===== src/rtl/cwt_fft_pkg.sv =====
// Shared types and fixed-point helpers for the FFT/IFFT butterfly datapaths.
// Helpers work on 64-bit signed values so one definition serves every sample width.
package cwt_fft_pkg;

  localparam int DEFAULT_BITS = 16;

  typedef struct packed {
    logic signed [DEFAULT_BITS-1:0] r;
    logic signed [DEFAULT_BITS-1:0] i;
  } cplx_t;

  // Round half-up, then arithmetic shift right by k; k = 0 passes the value through.
  function automatic longint round_shift(input longint x, input int k);
    if (k <= 0) return x;
    return (x + (longint'(1) <<< (k - 1))) >>> k;
  endfunction

  // Clamp to the signed range of a bits-wide two's complement word.
  function automatic longint sat_bits(input longint x, input int bits);
    longint hi;
    longint lo;
    hi = (longint'(1) <<< (bits - 1)) - 1;
    lo = -hi - 1;
    if (x > hi) return hi;
    if (x < lo) return lo;
    return x;
  endfunction

endpackage


===== src/rtl/cmul_conj_pipe.sv =====
// Registered complex multiply of d by the conjugate of w; one cycle of latency, held when en=0.
// Result width DW+TW+1 holds the full sum of two products without overflow.
module cmul_conj_pipe #(
  parameter int DW = 17,
  parameter int TW = 16
) (
  input  logic                  clk,
  input  logic                  rst,
  input  logic                  en,
  input  logic signed [DW-1:0]  d_r,
  input  logic signed [DW-1:0]  d_i,
  input  logic signed [TW-1:0]  w_r,
  input  logic signed [TW-1:0]  w_i,
  output logic signed [DW+TW:0] p_r,
  output logic signed [DW+TW:0] p_i
);

  localparam int PW = DW + TW + 1;

  // (d_r + j d_i)(w_r - j w_i) = (d_r w_r + d_i w_i) + j(d_i w_r - d_r w_i)
  // NOTE: product registers are reset too, so nothing stale is visible after reset.
  always_ff @(posedge clk or negedge rst) begin
    if (!rst) begin
      p_r <= '0;
      p_i <= '0;
    end else if (en) begin
      p_r <= (PW'(d_r) * PW'(w_r)) + (PW'(d_i) * PW'(w_i));
      p_i <= (PW'(d_i) * PW'(w_r)) - (PW'(d_r) * PW'(w_i));
    end
  end

endmodule


===== src/rtl/ifft_butterfly_pipe.sv =====
// Three-stage radix-2 DIF inverse butterfly: out1 = (a+b)>>S, out2 = ((a-b)*conj(W))>>S,
// rounded half-up and saturated, under valid/ready flow control with a global stage enable.
module ifft_butterfly_pipe
  import cwt_fft_pkg::*;
#(
  parameter int BITS  = 16,
  parameter int SCALE = 1
) (
  input  logic                   clk,
  input  logic                   rst,
  input  logic                   in_valid,
  output logic                   in_ready,
  input  logic signed [BITS-1:0] a_r,
  input  logic signed [BITS-1:0] a_i,
  input  logic signed [BITS-1:0] b_r,
  input  logic signed [BITS-1:0] b_i,
  input  logic signed [BITS-1:0] tw_r,
  input  logic signed [BITS-1:0] tw_i,
  output logic                   out_valid,
  input  logic                   out_ready,
  output logic signed [BITS-1:0] out1_r,
  output logic signed [BITS-1:0] out1_i,
  output logic signed [BITS-1:0] out2_r,
  output logic signed [BITS-1:0] out2_i,
  output logic                   ovf
);

  localparam int SW = BITS + 1;
  localparam int PW = 2 * BITS + 2;
  localparam int K  = BITS - 1 + SCALE;

  logic en;
  logic v1, v2;
  logic signed [SW-1:0]   s1_r, s1_i, d1_r, d1_i;
  logic signed [SW-1:0]   s2_r, s2_i;
  logic signed [BITS-1:0] w1_r, w1_i;
  logic signed [PW-1:0]   p2_r, p2_i;
  longint rs1_r, rs1_i, rs2_r, rs2_i;

  // The whole pipe advances together; bubbles travel with the data.
  assign en       = !out_valid || out_ready;
  assign in_ready = en;

  always_ff @(posedge clk or negedge rst) begin
    if (!rst) begin
      v1   <= 1'b0;
      s1_r <= '0;
      s1_i <= '0;
      d1_r <= '0;
      d1_i <= '0;
      w1_r <= '0;
      w1_i <= '0;
    end else if (en) begin
      v1   <= in_valid;
      s1_r <= SW'(a_r) + SW'(b_r);
      s1_i <= SW'(a_i) + SW'(b_i);
      d1_r <= SW'(a_r) - SW'(b_r);
      d1_i <= SW'(a_i) - SW'(b_i);
      w1_r <= tw_r;
      w1_i <= tw_i;
    end
  end

  cmul_conj_pipe #(
    .DW (SW),
    .TW (BITS)
  ) u_cmul (
    .clk (clk),
    .rst (rst),
    .en  (en),
    .d_r (d1_r),
    .d_i (d1_i),
    .w_r (w1_r),
    .w_i (w1_i),
    .p_r (p2_r),
    .p_i (p2_i)
  );

  always_ff @(posedge clk or negedge rst) begin
    if (!rst) begin
      v2   <= 1'b0;
      s2_r <= '0;
      s2_i <= '0;
    end else if (en) begin
      v2   <= v1;
      s2_r <= s1_r;
      s2_i <= s1_i;
    end
  end

  // NOTE: every variable here is assigned on every pass, so no latch can be inferred.
  always_comb begin
    rs1_r = round_shift(longint'(s2_r), SCALE);
    rs1_i = round_shift(longint'(s2_i), SCALE);
    rs2_r = round_shift(longint'(p2_r), K);
    rs2_i = round_shift(longint'(p2_i), K);
  end

  always_ff @(posedge clk or negedge rst) begin
    if (!rst) begin
      out_valid <= 1'b0;
      out1_r    <= '0;
      out1_i    <= '0;
      out2_r    <= '0;
      out2_i    <= '0;
      ovf       <= 1'b0;
    end else if (en) begin
      out_valid <= v2;
      out1_r    <= BITS'(sat_bits(rs1_r, BITS));
      out1_i    <= BITS'(sat_bits(rs1_i, BITS));
      out2_r    <= BITS'(sat_bits(rs2_r, BITS));
      out2_i    <= BITS'(sat_bits(rs2_i, BITS));
      ovf       <= (sat_bits(rs1_r, BITS) != rs1_r) || (sat_bits(rs1_i, BITS) != rs1_i) ||
                   (sat_bits(rs2_r, BITS) != rs2_r) || (sat_bits(rs2_i, BITS) != rs2_i);
    end
  end

endmodule


===== config.mk =====
export PLATFORM = sky130hd
export DESIGN_NAME = ifft_butterfly_pipe
export DESIGN_NICKNAME = d
export VERILOG_FILES = /design/src/rtl/cwt_fft_pkg.sv /design/src/rtl/cmul_conj_pipe.sv /design/src/rtl/ifft_butterfly_pipe.sv
export SDC_FILE = /design/constraint.sdc
export NUM_CORES = 2
export LEC_CHECK = 0
export CELL_PAD_IN_SITES_DETAIL_PLACEMENT = 1
export CELL_PAD_IN_SITES_GLOBAL_PLACEMENT = 1
export CORE_MARGIN = 1
export CORE_UTILIZATION = 51
export CTS_BUF_LIST = sky130_fd_sc_hd__clkbuf_8
export DETAILED_ROUTE_END_ITERATION = 7
export PLACE_DENSITY_LB_ADDON = 0.12
export SYNTH_ARGS = -nofsm -noshare
export SYNTH_HDL_FRONTEND = slang
export SYNTH_SLANG_ARGS = --single-unit

===== constraint.sdc =====
create_clock -name clk -period 8.6 [get_ports clk]
set_input_delay 2.15 -clock clk [delete_from_list [all_inputs] [get_ports clk]]
set_output_delay 2.15 -clock clk [all_outputs]
set_load 0.01 [all_outputs]

# After elaboration in Yosys (flattened, before gate mapping)
# Cells that the tools add are included.
[word_totals]
regBits = 270
latch_bits = 0
ram_bits = 0
rom_bits = 0
output_inout_bits = 67
elab_cells = 89
n_memories = 0
[op_classes]
add_sub_neg = 10
mul = 4
div_mod_pow = 0
n_lt_le_gt_ge = 8
n_eq_ne = 4
shift = 0
muxes = 40
bitwise = 0
n_reduce_logical = 5
[ops]
columns = ["cell", "count"]
rows = [
  ["64-bit two-way mux", 16],
  ["17-bit by 16-bit multiplier with 33-bit output", 4],
  ["64-bit by 17-bit inequality test with 1-bit output", 2],
  ["64-bit by 19-bit inequality test with 1-bit output", 2],
  ["34-bit by 17-bit adder with 35-bit output (second input constant)", 2],
  ["15-bit two-way mux", 4],
  ["19-bit by 16-bit > comparator with 1-bit output (second input constant)", 2],
  ["19-bit by 16-bit less-than comparator with 1-bit output (second input constant)", 2],
  ["17-bit by 2-bit adder with 18-bit output (second input constant)", 2],
  ["16-bit by 16-bit adder with 17-bit output", 2],
  ["34-bit adder", 1],
  ["17-bit by 16-bit > comparator with 1-bit output (second input constant)", 2],
  ["17-bit by 16-bit less-than comparator with 1-bit output (second input constant)", 2],
  ["16-bit by 16-bit subtractor with 17-bit output", 2],
  ["34-bit subtractor", 1],
  ["1-bit two-way mux", 20],
  ["1-bit logical OR", 4],
  ["1-bit zero test", 1],
]

# Logic depth before layout (Yosys ltp)
[depth]
word_depth = 13
depth_mapped = 35
depth_no_buf = 34

# Hierarchy
# From an unflattened synthesis, not the netlist that was laid out.
[unflattened]
cells_unflattened = 6346
hier_area_um2 = 57966.8
[by_module_without_submodules]
columns = ["mod", "instances", "cells_per_inst", "area_each_um2", "seq_area_each_um2"]
rows = [
  ["cmul_conj_pipe", 1, 4885, 45683.8, 1701.6],
  ["ifft_butterfly_pipe", 1, 1461, 12283.0, 5004.8],
]

# Worst setup path after synthesis
# OpenSTA, ideal clock, no wires.
[synth_path]
kind = "register to register"
start = "register w1_r[1]"
end = "register u_cmul.p_r[33]"
setup_ns = 0.082
arrival_ns = 7.675
required_ns = 8.518
setup_slack_ns = 0.843
stages_incl_launch_ff = 32
path_buffers = 2
cell_sequence = "dfrtp_1 clkbuf_1 clkbuf_1 nand2_1 fa_1 fa_1 fa_1 fa_1 inv_1 fa_1 fa_1 ha_1 a21o_1 a21oi_1 nor2b_1 a311o_2 a21boi_2 o21ai_1 a41o_1 a21oi_1 xnor2_1 ha_1 inv_1 o21bai_1 a21oi_1 o21ai_0 a21oi_1 o21a_4 a21oi_2 a221o_1 or3b_1 a31oi_1"
[synth_between]
elab_chain_len = 2
[synth_rtl]
columns = ["item", "line", "source"]
rows = [
  ["start, declared", "ifft_butterfly_pipe.sv:36", "logic signed [BITS-1:0] w1_r, w1_i;"],
  ["start signal, assigned", "ifft_butterfly_pipe.sv:59", "w1_r <= tw_r;"],
  ["17-bit by 16-bit multiplier with 33-bit output", "cmul_conj_pipe.sv:27", "p_r <= (PW'(d_r) * PW'(w_r)) + (PW'(d_i) * PW'(w_i));"],
  ["34-bit adder", "cmul_conj_pipe.sv:27", ""],
  ["end signal, assigned", "cmul_conj_pipe.sv:27", ""],
  ["end, declared", "cmul_conj_pipe.sv:14", "output logic signed [DW+TW:0] p_r,"],
]
# Every way passes these cells.
# A chain may end at the register's enable or synchronous reset.

# Worst setup path after layout
[layout_path]
start = "register w1_i[12]"
end = "register u_cmul.p_i[32]"
[layout_between]
elab_chain_len = 2
[layout_rtl]
columns = ["item", "line", "source"]
rows = [
  ["start, declared", "ifft_butterfly_pipe.sv:36", ""],
  ["start signal, assigned", "ifft_butterfly_pipe.sv:60", "w1_i <= tw_i;"],
  ["17-bit by 16-bit multiplier with 33-bit output", "cmul_conj_pipe.sv:28", "p_i <= (PW'(d_i) * PW'(w_r)) - (PW'(d_r) * PW'(w_i));"],
  ["34-bit subtractor", "cmul_conj_pipe.sv:28", ""],
  ["end signal, assigned", "cmul_conj_pipe.sv:28", ""],
  ["end, declared", "cmul_conj_pipe.sv:15", "output logic signed [DW+TW:0] p_i"],
]
# Every way passes these cells.

==> metrics.yaml <==
worst_slack_ns: 0.2871
fp.dieH_microns: 334.2
max_stage_delay_ns: 0.61
routedWlPerCell_microns: 21.50
pre_cts_slack_ns: -0.02408
crit_slowest_cell: "dfrtp_1"
clkLatencyLatePin_ns: 0.76
ys.warnings.count: 0
synthFlopType: "dfrtp_1"
cts_max_level: 2
area_delta_synth_final_pct: 10.14
hp-start: "v2"
cts_root_buffer: "clkbuf_8"
final_nets: 8205
period_share_pct: 96.66
period_needed_ns: 8.313
crit_type: "reg -> reg"
synth_seq_cells: 238
dieArea_sq_um: 111700
io_pins: 167
postRouteAntennaNets: 0
clk_transition_reported_paths_ns: 0.07
post-route-drc-count: 0
ys_seq_area_share_pct: 10.58
via_count: 43990
first_pass_iters: 5
grt_pass1_wl_microns: 276900
synth_area_per_cell_sq_um: 8.845
syn_area_sq_um: 56300
cts.sinks: 238
first_global_vias: 49730
core_area_sq_um: 109200
cts_tree: "built"
yosys.area.top_type_share_pct: 39.40
synth_edf_count: 0
path_depth: 29
tightestPinTransition_ns: 1.550
synth_most_common_cell: "inv_1"
drt_iter0_drc: 2387
drive_above_1_share_pct: 5.942
nFillCells: 12690
cp-startpoint: "w1_i[12]"
initial_core_util_pct: 51.58
cpLargestDelayFamily: "adder cells"
wirelength_microns: 172900
grt_max_degree: 136
grt_usage_pct: 32.13
fmax_mhz: 120.3
place.gp.congestion: 0.9057
finalSetupTns_ns: 0
critPathMaxFanout: 10
finalClockSkew_ns: 0.06956
clk_path_buf_depth: 3
rr_worst_depth: 29
yosys.area.top_type: "fa_1"
io_buffers: 166
die_x_microns: 334.2
maxCapViolCount: 1
max_slew_margin_pct: -4.218
rows: 121
synth.distinct_cells: 87
crit_buf_inv: 5
syn-num-nets: 8043
crit_path_end_kind: "flip-flop"
final_hold_viol_count: 0
routed_via_density: 5.469
required_ns: 9.15
hpwl_microns: 141300
async_reset_ff_share_pct: 100.0
rr_startpoint: "w1_i[12]"
status: "finished with violations"
finalMaxSlewViolations: 3
cts_made_buffers: 50
setup_violations: 0
critical_path_arrival_ns: 8.87
min_path_type: "reg -> reg"
hold_depth: 2
path_common_cell: "fa_1"
synthTopCellsByCount: "1,338 x inv_1, 1,108 x fa_1, 908 x nand2_1"
ys_top_cells_by_area: "fa_1 39%, dfrtp_1 11%, ha_1 10%"
antenna_found_initial: 12
cp-start-kind: "flip-flop"
netlist_instances: 6365
grt-ovfl-total: 0
violations: "max-capacitance violations, max-slew violations"
==> through the flow <==
| step | instances | hold slack (ns) | instance area, sq um | util (%) |
|---|---|---|---|---|
| global placement | 7937 | 0.4415 | 60660 | 55.57 |
| CTS | 8025 | 0.4606 | 61680 | 56.50 |
| finish | 8043 | 0.4587 | 62010 | 56.81 |
| global route | 8042 | 0.4871 | 62010 | 56.80 |
| floorplan | 6365 | 0.4300 | 56300 | - |
| detailed placement | 7937 | 0.4467 | 60660 | 55.58 |
==> worst min-delay path: stages (launching register included) <==
cell and delay [ns]:
dfrtp_1 0.34, nand2_1 0.05, nand2_1 0.05
==> area by class of cell <==
cell class / count / area (sq um) / share of cell area [%]
Clock inverter: 25 / 121.4 / 0.1957
Clock buffer: 63 / 867.1 / 1.398
Inverter: 1340 / 5041 / 8.130
Timing Repair Buffer: 398 / 3762 / 6.068
Sequential cell: 238 / 5998 / 9.673
Antenna cell: 4 / 10.01 / 0.01614
Multi-Input combinational cell: 4499 / 44360 / 71.54
Tap cell: 1476 / 1847 / 2.978
==> layer usage <==
layer | GRT usage (%) | up-vias | wire length (microns)
met1 | 42.71 | 23030 | 72660
met3 | 5.294 | 269 | 10660
met5 | 0 | - | 30
met2 | 53.59 | 1123 | 83160
li1 | - | 19570 | -
met4 | 10.31 | 4 | 6394
==> final timing paths <==
path                             endpoint  slack, ns
setup / recovery           u_cmul.p_i[32]       0.29
hold / removal                         v2       0.46
setup reg to reg           u_cmul.p_i[32]       0.29
hold reg to reg                        v2       0.46
max in group asynchronous         d1_i[1]       5.67
min in group asynchronous         w1_r[0]       1.36
==> flip-flops by register name, indices dropped and copies added (netlist names), 17 cells and up <==
name        flops
s1_r           17
u_cmul.p_i     19
u_cmul.p_r     19
s2_i           17
s1_i           17
s2_r           17
==> what timing repair did <==
action,CTS,global route
endpoints found under the hold margin,0,0
buffers inserted,0,14
resized for setup,4,66
hold buffers,0,0
setup endpoints to repair,2,20
pin swaps,0,3
==> logic make-up after synthesis <==
group                    count (synthesis)  share of synthesized area, %
AND/OR/NAND/NOR                       1934                         16.33
multiplexers                             6                        0.1111
XOR/XNOR                               262                         4.076
buffers and inverters                 1628                         10.86
flip-flops                             238                         10.58
AO/OA/AOI/OAI                          719                         8.194
adder cells (fa/ha/maj)               1578                         49.85
==> cell usage in the layout (no fill, tap or decap), types with 22 or more instances in the layout <==
| cell | netlist | routed |
|---|---|---|
| o21ai_0 | 89 | 88 |
| xnor2_1 | 180 | 178 |
| xor2_1 | 82 | 81 |
| inv_1 | 1338 | 1354 |
| a21o_1 | 59 | 59 |
| clkbuf_8 | 0 | 63 |
| and3_1 | 29 | 29 |
| o21ai_1 | 69 | 68 |
| a21oi_1 | 222 | 215 |
| o21bai_1 | 24 | 24 |
| ha_1 | 470 | 469 |
| dfrtp_2 | 0 | 28 |
| nor2b_1 | 27 | 25 |
| nand2_1 | 908 | 908 |
| and2_1 | 503 | 503 |
| nor2_1 | 217 | 215 |
| buf_12 | 0 | 25 |
| dfrtp_1 | 238 | 208 |
| nand2b_1 | 54 | 54 |
| clkdlybuf4s50_1 | 0 | 165 |
| o31ai_1 | 25 | 22 |
| o21a_1 | 55 | 55 |
| buf_4 | 0 | 197 |
| nand3_1 | 67 | 67 |
| nor3_1 | 51 | 50 |
| o211ai_1 | 40 | 40 |
| fa_1 | 1108 | 1107 |
Power is left out: the tool's default activity adds up to more than one toggle a clock period on the data nets, which glitch-free logic cannot reach.
